File: config.mk
export PLATFORM = sky130hd
export DESIGN_NAME = parity_frame_controller
export DESIGN_NICKNAME = d
export VERILOG_FILES = /design/src/rtl/parity_frame_controller.sv
export SDC_FILE = /design/constraint.sdc
export NUM_CORES = 1
export LEC_CHECK = 0
export CORE_ASPECT_RATIO = 0.75
export CORE_MARGIN = 3
export CORE_UTILIZATION = 55
export DETAILED_ROUTE_END_ITERATION = 7
export DONT_BUFFER_PORTS = 1
export GPL_TIMING_DRIVEN = 1
export PLACE_DENSITY = 0.82
export REMOVE_ABC_BUFFERS = 1
export SLEW_MARGIN = 20
export SYNTH_ARGS = -nofsm -noshare
export SYNTH_HDL_FRONTEND = slang
export SYNTH_SLANG_ARGS = --single-unit
File: constraint.sdc
create_clock -name clk -period 1.7 [get_ports clk]
set_input_delay 0.255 -clock clk [delete_from_list [all_inputs] [get_ports clk]]
set_output_delay 0.255 -clock clk [all_outputs]
set_load 0.01 [all_outputs]
File: src/rtl/parity_frame_controller.sv
// Even-parity frame sequencer: receives DATA_BITS data bits plus one parity bit,
// captures the word, reports a verdict, idle timeout/restart aborts and a saturating error tally.
module parity_frame_controller #(
   parameter int DATA_BITS = 8,
   parameter int TIMEOUT   = 16,
   parameter int CNT_W     = 8
) (
   input  logic                 clk,
   input  logic                 reset,
   input  logic                 start,
   input  logic                 bit_valid,
   input  logic                 serial_in,
   output logic                 busy,
   output logic                 frame_done,
   output logic                 parity_err,
   output logic                 frame_abort,
   output logic [DATA_BITS-1:0] data_out,
   output logic [CNT_W-1:0]     err_count
);

   localparam int BCW = $clog2(DATA_BITS + 2);
   localparam int ICW = $clog2(TIMEOUT + 1);

   typedef enum logic [1:0] {IDLE, RECV, DONE} state_t;

   state_t               state, state_nx;
   logic [BCW-1:0]       bit_cnt;
   logic [ICW-1:0]       idle_cnt;
   logic                 parity;
   logic [DATA_BITS-1:0] sh;
   logic                 take, close, timeout, restart, bad;

   always_comb begin
      restart = (state == RECV) && start;
      take    = (state == RECV) && !start && bit_valid;
      close   = take && (bit_cnt == BCW'(DATA_BITS));
      timeout = (state == RECV) && !start && !bit_valid && (idle_cnt == ICW'(TIMEOUT - 1));
      bad     = parity ^ serial_in;
      busy       = (state == RECV);
      frame_done = (state == DONE);
      state_nx = state;
      case (state)
         IDLE:    if (start) state_nx = RECV;
         RECV:    if (start)        state_nx = RECV;
                  else if (close)   state_nx = DONE;
                  else if (timeout) state_nx = IDLE;
         DONE:    state_nx = start ? RECV : IDLE;
         default: state_nx = IDLE;
      endcase
   end

   always_ff @(posedge clk) begin
      if (reset) state <= IDLE;
      else       state <= state_nx;
   end

   always_ff @(posedge clk) begin
      if (reset) begin
         bit_cnt     <= '0;
         idle_cnt    <= '0;
         parity      <= 1'b0;
         sh          <= '0;
         frame_abort <= 1'b0;
         parity_err  <= 1'b0;
         data_out    <= '0;
         err_count   <= '0;
      end else begin
         // Registered so the pulse lands in the cycle after the aborting edge,
         // which can never be a DONE cycle.
         frame_abort <= timeout || restart;
         if (start) begin
            bit_cnt  <= '0;
            idle_cnt <= '0;
            parity   <= 1'b0;
         end else if (take) begin
            if (bit_cnt < BCW'(DATA_BITS))
               sh <= (sh >> 1) | (DATA_BITS'(serial_in) << (DATA_BITS - 1));
            parity   <= parity ^ serial_in;
            bit_cnt  <= bit_cnt + 1'b1;
            idle_cnt <= '0;
         end else if (state == RECV) begin
            idle_cnt <= idle_cnt + 1'b1;
         end
         if (close) begin
            data_out   <= sh;
            parity_err <= bad;
            if (bad && (err_count != {CNT_W{1'b1}}))
               err_count <= err_count + 1'b1;
         end
      end
   end

endmodule

==> reports/metrics.cfg <==
[outcome]
status = finished clean

[global_route]
grt.total_usage_pct = 22.3
antenna_found_initial = 0
grt_max_degree = 28
grt_pass1_wl_um = 5750
grt_remaining_overflow = 0
first_global_vias = 1246

[cts]
htree_num_levels = 2
cts_buffer_depth = 2
root_buffer = clkbuf_8
path_clk_slew_ns = 0.08
numCtsBuffers = 5
worstSkewPairLatency_ns = 0.30
cts_tree = yes
cts_sinks = 38
hold_buffers = 0

[die]
die_x_um = 68.2
initial_core_util_pct = 59.6
die_h_um = 52.7
die_area_sq_mm = 0.00359
pin_count = 25
core_sq_mm = 0.00268
rows = 16

[layout]
mostFrequentLayoutCell = dfxtp_1
fin_cells = 222
area_growth_pct = 21.1
final_cell_mix = dfxtp_1 (36), nor2_1 (28), mux2i_1 (17)
fin_area_sq_mm = 0.00193
insertedDiodeCount = 0
fin_nets = 195
layout-drive-gt1-share_pct = 22.6

[placement]
hpwl_um = 2240
place_area_sq_mm = 0.00172
gp_congestion = 0.832
numPortBuffers = 0
dp.cells = 210

[pwr]
vdd_drop_max_mv = 0.717
pwr_density_cell_mw_per_mm2 = 986
fin_total_pwr_mw = 1.91
power.leakage_nw = 0.718

[synth]
ys_seq_area_share_pct = 47.6
ys.flop_type = dfxtp_1
ys_types = 35
synth_seq_cells = 38
ys_warn_count = 0
async_flop_share_pct = 0
syn_inst = 169
syn_avg_cell_area_sq_um = 9.45
synth-edff-count = 0
synth_area_sq_mm = 0.00160

[timing]
skew_ns = 0.00748
max_clock_freq_mhz = 602
setup_viol = 0
fin_crit_ns = 1.66
whs_ns = 0.0227
slew_headroom_pct = 69.1
rsz0062_at_grt = true
slew_viol_final = 0
hold_viol = 0
tightest_slew_ns = 0.457
period_share_pct = 97.7

[critical_path]
critical_path.slowest_cell = or4_4
crit_family = simple AND/OR/NAND/NOR gates
critical_path.max_stage_delay_ns = 0.54
path_cells = nor4bb_1 -> buf_4 -> nand3_4 -> or4_4 -> a21oi_2
rrSetupSlack_ns = 0.04
end_kind = flop
critPathLaunchType = flop
worst_ep_arrival_time_ns = 1.89
worstPathMaxFanout = 6
critical_path_class = reg -> reg
required_ns = 1.93
crit_buf_inv = 1

[drt]
totalWireLength_um = 3560
postRouteAntennaNets = 0
route.detailed.drc = 0
wl_per_cell_um = 16.0
via_per_inst = 5.59
first_iter_violations = 63
num_vias = 1240
dr.pass1.iters = 4

[run]
drv_cap = 0

[min_path]
hold_path.class = in -> reg

==> final cells by class <==
type,instances,area (sq um)
Clock buffer,6,82.6
Clock inverter,2,60.1
Fill cell,185,748
Inverter,7,26.3
Multi-Input combinational cell,116,810
Sequential cell,38,763
Tap cell,36,45.0
Timing Repair Buffer,17,148
==> sequential cells by signal (all words and copies together) (netlist names) <==
register / cells
data_out: 8
state: 2
parity: 1
bit_cnt: 4
err_count: 8
idle_cnt: 5
frame_abort: 1
sh: 8
parity_err: 1
==> final timing paths <==
check                                              start                   endpoint  cells past startpoint
worst min register to register  idle_cnt[1]$_SDFFE_PP0N_   idle_cnt[1]$_SDFFE_PP0N_                      2
worst max register to register     state[1]$_SDFFE_PP0P_  err_count[4]$_SDFFE_PP0P_                      5
worst max-delay path               state[1]$_SDFFE_PP0P_  err_count[4]$_SDFFE_PP0P_                      5
worst min-delay path                               reset         sh[7]$_SDFFE_PP0P_                      1
==> cells in the mapped netlist (3+ instances only) <==
| library cell | instances | area (sq um) |
|---|---|---|
| xor2_1 | 6 | 52.6 |
| a21oi_1 | 8 | 40.0 |
| o41ai_1 | 3 | 26.3 |
| dfxtp_1 | 38 | 761 |
| nand3_1 | 3 | 15.0 |
| or4_1 | 4 | 30.0 |
| inv_1 | 6 | 22.5 |
| ha_1 | 5 | 62.6 |
| nor2_1 | 29 | 109 |
| nor2b_1 | 3 | 18.8 |
| clkbuf_1 | 5 | 18.8 |
| nand2_1 | 9 | 33.8 |
| nand4_1 | 3 | 18.8 |
| mux2i_1 | 17 | 170 |
==> power by group <==
| part | switching [mW] | leakage, nW | total [mW] | internal, mW |
|---|---|---|---|---|
| clock network | 0.327 | 0.0714 | 0.953 | 0.626 |
| registers | 0.00495 | 0.308 | 0.901 | 0.896 |
| logic | 0.0304 | 0.339 | 0.0539 | 0.0235 |
| total | 0.362 | 0.718 | 1.91 | 1.55 |
==> through the flow <==
step / setup WS [ns] / setup TNS (ns) / util [%]
finish: 0.0394 / 0 / 72.1
global route: -0.0269 / -0.0632 / 72.1
CTS: 0.0246 / 0 / 70.2
detailed placement: 0.0341 / 0 / 64.0
global placement: 0.0940 / 0 / 64.0
floorplan: -0.728 / -16.09 / -
==> metal layers <==
metal | GRT usage, % | up-vias | part of all wire [%]
li1 | - | 613 | -
met1 | 26.9 | 582 | 43
met2 | 35.4 | 33 | 49
met3 | 7.08 | 12 | 5.3
met4 | 10.9 | 0 | 2.8
met5 | 0 | - | 0
==> worst register-to-register path, stage by stage, from the launching register on <==
cell	delay, ns
dfxtp_1	0.31
nor4bb_1	0.28
buf_4	0.19
nand3_4	0.10
or4_4	0.55
a21oi_2	0.16
==> logic make-up (layout without fill, tap and decap cells) <==
logic type                 count (synthesis)  after routing  share of synthesized area [%]
AOI/OAI and AO/OA                         21             21                           8.93
and+or+nand+nor                           65             65                           20.6
DFF                                       38             38                           47.6
xor gates and xnor gates                   8              8                           4.39
adders and majority gates                  5              5                           3.92
muxes                                     17             17                           10.6
buffers and inverters                     15             32                           3.92
==> what timing repair did <==
item                       CTS  global route
pin swaps                    0             2
setup endpoints to repair    4            15
setup buffers                3             1
gates resized for setup      1            15
Power figures use the tool's default switching activity.
